$ cat config.mk
export PLATFORM = sky130hd
export DESIGN_NAME = regbank_write_arbiter
export DESIGN_NICKNAME = d
export VERILOG_FILES = /design/src/rtl/regbank_write_arbiter.sv
export SDC_FILE = /design/constraint.sdc
export NUM_CORES = 1
export LEC_CHECK = 0
export BUFFER_PORTS_ARGS = -buffer_cell sky130_fd_sc_hd__buf_2
export CORE_ASPECT_RATIO = 1.4
export CORE_MARGIN = 2
export CORE_UTILIZATION = 36
export DETAILED_ROUTE_END_ITERATION = 16
export HOLD_SLACK_MARGIN = 0.08
export PLACE_DENSITY_LB_ADDON = 0.3
export SLEW_MARGIN = 10
export SYNTH_ARGS = -nofsm -noshare
export SYNTH_HDL_FRONTEND = slang
export SYNTH_SLANG_ARGS = --single-unit
export TNS_END_PERCENT = 50
$ cat constraint.sdc
create_clock -name Clock -period 3.1 [get_ports Clock]
set_input_delay 0.62 -clock Clock [delete_from_list [all_inputs] [get_ports Clock]]
set_output_delay 0.62 -clock Clock [all_outputs]
set_load 0.005 [all_outputs]
$ cat src/rtl/regbank_write_arbiter.sv
// -----------------------------------------------------------------------------
// regbank_write_arbiter
//
// Owns the single write port of the register bank. Three writeback requesters
// (ALU result, memory load, input port) share it round-robin. The bank has no
// reset of its own, so after reset this block sweeps every entry to zero while
// holding the core stalled via Busy. It also keeps a jal link update from being
// clobbered: a same-cycle request to the link register is held off until JalIn
// drops.
//
// Ports
//   Clock                        rising-edge clock
//   Resetn                       synchronous, active-low reset
//   AluReq/AluAddr/AluData       ALU writeback request, held until AluGnt
//   AluGnt                       ALU request accepted this cycle
//   MemReq/MemAddr/MemData       load writeback request, held until MemGnt
//   MemGnt                       load request accepted this cycle
//   InReq/InAddr/InData          input-port request, held until InGnt
//   InGnt                        input-port request accepted this cycle
//   JalIn                        core requests link write this cycle
//   JalOut                       bank jal input
//   Write/AddrWrite/DataIn       bank write enable, address and data
//   Busy                         clear sweep in progress, core must stall
// -----------------------------------------------------------------------------
module regbank_write_arbiter #(
    parameter int NUM_REGS = 32,
    parameter int ADDR_W   = 5,
    parameter int DATA_W   = 32,
    parameter int LINK_REG = 31
) (
    input  logic              Clock,
    input  logic              Resetn,
    input  logic              AluReq,
    input  logic [ADDR_W-1:0] AluAddr,
    input  logic [DATA_W-1:0] AluData,
    output logic              AluGnt,
    input  logic              MemReq,
    input  logic [ADDR_W-1:0] MemAddr,
    input  logic [DATA_W-1:0] MemData,
    output logic              MemGnt,
    input  logic              InReq,
    input  logic [ADDR_W-1:0] InAddr,
    input  logic [DATA_W-1:0] InData,
    output logic              InGnt,
    input  logic              JalIn,
    output logic              JalOut,
    output logic              Write,
    output logic [ADDR_W-1:0] AddrWrite,
    output logic [DATA_W-1:0] DataIn,
    output logic              Busy
);

    // One spare bit so the sweep counter can never wrap back to zero.
    localparam int CNT_W = $clog2(NUM_REGS) + 1;

    typedef enum logic {
        ST_CLEAR,
        ST_RUN
    } state_t;

    typedef enum logic [1:0] {
        SRC_ALU = 2'd0,
        SRC_MEM = 2'd1,
        SRC_IN  = 2'd2
    } src_t;

    // Round-robin successor: ALU -> MEM -> IN -> ALU.
    function automatic src_t next_src(input src_t s);
        case (s)
            SRC_ALU: return SRC_MEM;
            SRC_MEM: return SRC_IN;
            default: return SRC_ALU;
        endcase
    endfunction

    state_t             state;
    logic [CNT_W-1:0]   clr_cnt;
    src_t               ptr;

    logic               alu_elig, mem_elig, in_elig;
    logic               any_gnt;
    src_t               gnt_src;
    src_t               cand;
    logic               hit;
    logic [ADDR_W-1:0]  sel_addr;
    logic [DATA_W-1:0]  sel_data;
    logic               run_active;
    logic               clearing;
    logic               grant_ok;

    // A request to the link register must wait while jal owns that register.
    assign alu_elig = AluReq && !(JalIn && AluAddr == ADDR_W'(LINK_REG));
    assign mem_elig = MemReq && !(JalIn && MemAddr == ADDR_W'(LINK_REG));
    assign in_elig  = InReq  && !(JalIn && InAddr  == ADDR_W'(LINK_REG));

    // Walk the three requesters starting at the pointer; first eligible wins.
    // NOTE: every variable written in always_comb gets a default up front so
    // no path leaves it unassigned, which would otherwise infer a latch.
    always_comb begin
        any_gnt = 1'b0;
        gnt_src = SRC_ALU;
        cand    = ptr;
        hit     = 1'b0;
        for (int i = 0; i < 3; i++) begin
            case (cand)
                SRC_ALU: hit = alu_elig;
                SRC_MEM: hit = mem_elig;
                default: hit = in_elig;
            endcase
            if (!any_gnt && hit) begin
                any_gnt = 1'b1;
                gnt_src = cand;
            end
            cand = next_src(cand);
        end
    end

    always_comb begin
        sel_addr = '0;
        sel_data = '0;
        case (gnt_src)
            SRC_ALU: begin
                sel_addr = AluAddr;
                sel_data = AluData;
            end
            SRC_MEM: begin
                sel_addr = MemAddr;
                sel_data = MemData;
            end
            default: begin
                sel_addr = InAddr;
                sel_data = InData;
            end
        endcase
    end

    // State is registered; the outputs are decoded from it combinationally
    // because a grant must answer its request in the same cycle. Resetn gates
    // everything so the bank sees no write while reset is held.
    assign run_active = Resetn && (state == ST_RUN);
    assign clearing   = Resetn && (state == ST_CLEAR);
    assign grant_ok   = run_active && any_gnt;

    assign AluGnt = grant_ok && (gnt_src == SRC_ALU);
    assign MemGnt = grant_ok && (gnt_src == SRC_MEM);
    assign InGnt  = grant_ok && (gnt_src == SRC_IN);

    // r0 is hardwired zero: the grant still happens, the write is dropped.
    assign Write     = clearing || (grant_ok && sel_addr != '0);
    assign AddrWrite = clearing ? clr_cnt[ADDR_W-1:0] : (grant_ok ? sel_addr : '0);
    assign DataIn    = grant_ok ? sel_data : '0;
    assign JalOut    = run_active && JalIn;
    assign Busy      = !Resetn || (state == ST_CLEAR);

    // NOTE: sequential state uses non-blocking assignments so every register
    // samples the pre-edge values regardless of statement order.
    always_ff @(posedge Clock) begin
        if (!Resetn) begin
            state   <= ST_CLEAR;
            clr_cnt <= '0;
            ptr     <= SRC_ALU;
        end else begin
            case (state)
                ST_CLEAR: begin
                    clr_cnt <= clr_cnt + 1'b1;
                    if (clr_cnt == CNT_W'(NUM_REGS - 1))
                        state <= ST_RUN;
                end
                default: begin
                    if (any_gnt)
                        ptr <= next_src(gnt_src);
                end
            endcase
        end
    end

endmodule

==> results of run 1 <==
-- stage by stage --
stage	std cells	setup TNS, ns
after floorplan	211	0
after global placement	409	0
after detailed placement	409	0
after CTS	413	0
after global routing	415	-0.0190
final	415	0
-- metal layers --
metal,up-vias,wire length (µm),global-route usage [%]
met5,-,13,0
met4,2,155,10.0
li1,1112,-,-
met2,104,2950,41.6
met3,17,666,9.13
met1,952,2120,21.0
-- cell type report --
type	instances	area [µm²]	share of cell area, %
diodes	1	2.50	0.100
clock buffers	4	45.0	1.81
inverters	2	7.51	0.301
flip-flops and latches	9	180	7.23
multi-input cells	181	1250	50.3
repair buffers	173	946	38.0
well taps	45	56.3	2.26
-- synthesized netlist by cell type, types with 2 or more instances --
master	number	area share (%)
nand4_1	2	0.80
nor3_1	3	0.96
buf_12	3	3.8
o21ai_0	2	0.64
a21oi_1	3	0.96
clkbuf_1	9	2.2
xor2_1	2	1.1
nor2b_1	4	1.6
o211ai_1	8	3.8
a31o_1	2	1.1
mux2i_1	34	22
dfxtp_1	9	12
o21a_1	5	2.4
nand2_1	14	3.4
and3_1	3	1.2
nand2b_1	4	1.6
buf_2	5	1.6
o21ai_1	2	0.64
nor2_1	38	9.1
a211oi_1	32	15
or4b_1	2	1.3
a31oi_1	2	0.80
nand3_1	5	1.6
-- placed cells by master (no fill, tap or decap), drive strengths merged, types with 2 or more instances in the layout --
cell type	netlist	layout
dfxtp	9	9
xor2	2	2
nor2b	4	4
and3	3	3
a211oi	32	32
nor3	4	4
or2	2	2
a31oi	2	2
o21a	5	5
a31o	2	2
o21ai	4	4
clkbuf	9	4
nand2	14	14
mux2i	34	34
nand3	5	5
nor2	38	38
nand4	3	3
o211ai	9	9
buf	10	173
a21oi	3	3
or4b	2	2
nand2b	4	4
-- critical path, cell delays in order --
cell and delay (ns):
buf_6 0.07, nand4_1 0.12, o211ai_1 0.32, a21boi_2 0.14, buf_4 0.16, o211ai_1 0.24, nand3_1 0.13, nor4_2 0.28
o221ai_2 0.12, buf_2 0.15
-- sequential cells by signal, summed over array words and instances (netlist names) --
register  flops
ptr           2
state         1
clr_cnt       6
-- report_power, final --
group          total, µW  switching, µW  internal, µW
clock network        137           46.9          89.6
registers            123           3.47           120
logic                194           86.6           107
-- repair_timing --
| item | CTS | global route |
|---|---|---|
| buffers inserted | 0 | 1 |
| gates resized for setup | 0 | 10 |
| setup endpoints to repair | 0 | 28 |
-- logic make-up after synthesis --
family          share of synthesized area [%]
xor+xnor                                 1.68
fa+ha+maj                               0.799
buf+inv                                  9.74
simple gates                             26.0
flops                                    11.5
compound gates                           28.5
mux                                      21.7
-- path summary, 6_finish.rpt --
path	startpoint	to	slack, ns	cells past startpoint
min	clr_cnt[5]	clr_cnt[5]	0.50	2
min reg2reg	clr_cnt[5]	clr_cnt[5]	0.50	2
max reg2reg	ptr[1]	ptr[1]	1.36	6
max	MemAddr[4]	Write	0.13	10
==> impl_metrics.toml, run 1 <==
[global_route]
overflow = 0
antenna_found_initial = 3
grt_max_degree = 54
grt_pass1_wl_um = 8520
grt.total_usage_pct = 22.5
grt_pass1_vias = 1943

[clock_network]
root_buffer = "clkbuf_8"
clockBufferDepth = 2
cts-buffers-inserted = 3
cts_hold_buf = 0
clk_pin_slew_ns = 0.04
clkLatencyLatePin_ns = 0.24
htreeDepth = 1
clock-sinks = 9
cts_tree = "yes"

[power]
p_leak_uw = 0.00129
irDropWorstVdd_v = 0.000262
power_uw = 453
p_per_area_mw_per_mm2 = 182

[layout]
nets = 488
postLayoutCellArea_mm2 = 0.00249
drive_gt1_share_pct = 50.9
finish.utilization_pct = 59.3
syn2layout_area_growth_pct = 59.0
fillCellCount = 408

[sta]
slew_headroom_pct = 73.0
whs_ns = 0.501
skew_ns = 0.00214
fin_crit_sh_pct = 95.9
maxSlewViolCount = 0
grt_setup_unrepaired = "true"
hold_viol_final = 0
setup_ws_ns = 0.127
timing.fmax_mhz = 336
setup_viol = 0
finalCriticalPeriod_ns = 2.97
worst_pin_slew_ns = 0.405

[routing]
firstDrtPassIters = 4
drtIter0Drc = 107
routed_wl_um = 5910
vias_per_cell = 5.27
vias = 2187
antenna_left = 0
drc = 0
wl_per_cell_um = 14.2

[worst_setup_path]
required_ns = 2.48
end_kind = "output port"
critPathKind = "input pin to output port"
critPathMaxFanout = 5
worstPathArrival_ns = 2.35
start_kind = "input pin"

[logic_synthesis]
synth-edff-count = 0
ys_ff_latch = 9
async_flop_share_pct = 0
yosys_most_used_dff = "dfxtp_1"
ys_seq_area_share_pct = 11.5
syn_inst = 211
ys_types = 41
yosysWarnings = 0
syn_area_per_cell_um2 = 7.42
syn_area_mm2 = 0.00157
syn-num-nets = 329

[floorplanning]
ioPinCount = 160
die_h_um = 82.1
fp.dieW_um = 59.8
dieArea_mm2 = 0.00490
rows = 28
start_util_pct = 37.3
core_mm2 = 0.00420

[place]
postPlaceCellArea_mm2 = 0.00239
dp_hpwl_um = 4890
dp_slack_ns = 0.0893
gp_congestion = 0.830
io_buffers = 159

[status]
status = "finished, final reports clean"

[hold_path]
hold_path_class = "flop to flop"

[flow_run]
maxCapViolations = 0
Power figures use the tool's default switching activity.
==> inputs of run 2 (changes only) <==
Settings changed: ABC_AREA set to 1, CORE_UTILIZATION 36 to 38.
==> run 2 against run 1 <==
  * The flow now finishes with violations (negative setup slack)
  * Utilization rose by 6.3 points
  * Count of clock-buffer cells in the layout did not move
  * Global-route usage rose by 3.1 points
  * First-iteration DRC count rose by 69%
  * Setup slack got worse by 0.13 ns
  * Critical endpoint unchanged
  * Cell area rose by 13%
  * Sequential power barely moved
  * Synthesized area rose by 9.3%
  * Power rose by 7.7%
  * Critical path depth rose by 8
  * Largest cell class unchanged
  * Worst hold slack got worse by 0.034 ns
  * Die area rose by 3.3%
==> impl_metrics.toml, run 2 <==
[logic_synthesis]
ys_types = 30
yosysMostFrequentCell = "nand2_1"
synth_area_leaders = "nand2_1 36%, nand3_1 15%, dfxtp_1 11%, inv_1 9.0%, nor2_1 3.9%"
async_flop_share_pct = 0
syn-num-nets = 466
synthTopCellsByCount = "164 x nand2_1, 53 x nand3_1, 41 x inv_1"
ys_ff_latch = 9
synth-edff-count = 0
ys_seq_area_share_pct = 10.5
synth_top_area_share_pct = 36.0
yosys_most_used_dff = "dfxtp_1"
syn_area_per_cell_um2 = 4.92
yosysTopAreaCell = "nand2_1"
syn_area_mm2 = 0.00171
yosysWarnings = 0
syn_inst = 348

[sta]
setup_ws_ns = -0.00431
worst_pin_slew_ns = 0.355
setup_viol = 1
maxSlewViolCount = 0
timing.fmax_mhz = 322
hold_viol_final = 0
fin_crit_sh_pct = 100
finalSetupTns_ns = -0.00431
finalCriticalPeriod_ns = 3.10
skew_ns = 0.000509
grt_setup_unrepaired = "true"
slew_headroom_pct = 76.3

[layout]
largest_register = "clr_cnt"
mostFrequentLayoutCells = "149 x buf_2, 148 x nand2_1, 50 x nand3_1, 40 x inv_1, 20 x nand2_2"
layout_commonest_cell = "buf_2"
drive_gt1_share_pct = 44.3
fillCellCount = 430
reg_top3 = "clr_cnt: 6 flops, ptr: 2 flops, state: 1 flops"
nets = 627
finalNonFillerCells = 568
syn2layout_area_growth_pct = 63.8
antenna_cells = 0
largest_reg_flops = 6

[worst_setup_path]
critPathMaxFanout = 4
r2r_start = "ptr[1]"
worstPathArrival_ns = 2.48
crit_path_start = "MemAddr[0]"
end_kind = "output port"
required_ns = 2.48
start_kind = "input pin"
critPathKind = "input pin to output port"

[routing]
antenna_left = 0
drc = 0
routed_wl_um = 7150
vias = 2728
firstDrtPassIters = 4
vias_per_cell = 4.80
drtIter0Drc = 181
wl_per_cell_um = 12.6

[power]
p_per_area_mw_per_mm2 = 174
irDropWorstVdd_v = 0.000291
p_leak_uw = 0.00179

[floorplanning]
ioPinCount = 160
die_h_um = 83.4
rows = 28
dieArea_mm2 = 0.00506
fp.dieW_um = 60.7
core_mm2 = 0.00427
start_util_pct = 40.0

[place]
gp_congestion = 0.868
dp_hpwl_um = 5630
io_buffers = 159
dp_slack_ns = 0.0958
placed_cells = 560

[clock_network]
root_buffer = "clkbuf_8"
clockBufferDepth = 2
cts_hold_buf = 0
htreeDepth = 1
cts-buffers-inserted = 3
clkLatencyLatePin_ns = 0.23
cts_tree = "yes"
clk_pin_slew_ns = 0.04
clock-sinks = 9

[status]
status = "finished, violations left"
violations = "negative setup slack"

[global_route]
overflow = 0
grt_pass1_wl_um = 10400
antenna_found_initial = 1
grt.total_usage_pct = 25.6
grt_max_degree = 29
grt_pass1_vias = 2440

[flow_run]
maxCapViolations = 0

[hold_path]
min_from = "clr_cnt[5]"
hold_path_class = "flop to flop"
-- run 2: cell type report --
type	count	area [µm²]	area share, %
clock buffer	4	45.0	1.61
inverter	48	188	6.69
multi-input combinational	279	1370	48.8
sequential	9	180	6.43
tap	60	75.1	2.68
timing repair buffer	168	947	33.8
-- run 2: critical path, stage by stage --
cell and delay [ns]:
buf_2 0.11, nand2_2 0.07, nor2_4 0.09, nand2_2 0.09, nand3_2 0.09, nand2_2 0.06, nor2_4 0.16, nand2_2 0.09
nor2_4 0.13, nand2_2 0.08, nand2_4 0.11, nand2_4 0.09, or2_1 0.23, o211ai_1 0.13, nand2_1 0.11, inv_2 0.05
nand2_1 0.04, buf_2 0.12
-- run 2: path summary, 6_finish.rpt --
path / slack (ns) / cells past startpoint / end
max: -0.004 / 18 / Write
max reg2reg: 1.23 / 10 / ptr[0]
min: 0.47 / 1 / state
min reg2reg: 0.47 / 1 / state
-- run 2: layer usage --
metal	GRT usage (%)	share of wire [%]	vias up
li1	-	-	1397
met1	25.6	36	1184
met2	49.1	53	129
met3	5.61	9.1	18
met4	7.71	2.1	0
met5	0	0	-
-- run 2: timing repair --
item	CTS	global route
resized for setup	0	45
buffers inserted	0	3
hold endpoints to repair	0	0
setup endpoints to repair	0	38
-- run 2: logic make-up (layout without fill, tap and decap cells) --
kind of cell | Yosys count | after routing | synth area share, %
xor gates and xnor gates | 1 | 1 | 0.512
AOI/OAI and AO/OA | 17 | 17 | 5.99
adders and majority gates | 1 | 1 | 0.731
buffers and inverters | 61 | 220 | 15.3
DFF | 9 | 9 | 10.5
and+or+nand+nor | 259 | 260 | 67.0
-- run 2: power breakdown --
group | leakage [µW] | internal, µW | switching, µW
clock | 0.0000228 | 89.5 | 45.0
combinational | 0.00170 | 114 | 117
sequential | 0.0000731 | 120 | 3.04
-- run 2: per-stage QoR --
step                      cell area [µm²]  utilization [%]  total power, µW  hold slack (ns)
after floorplan                      1710                -              231            0.440
after global placement               2570             60.2              326            0.456
after detailed placement             2570             60.2              331            0.466
after CTS                            2620             61.3              466            0.470
after global routing                 2800             65.6              519            0.488
final                                2800             65.6              488            0.468
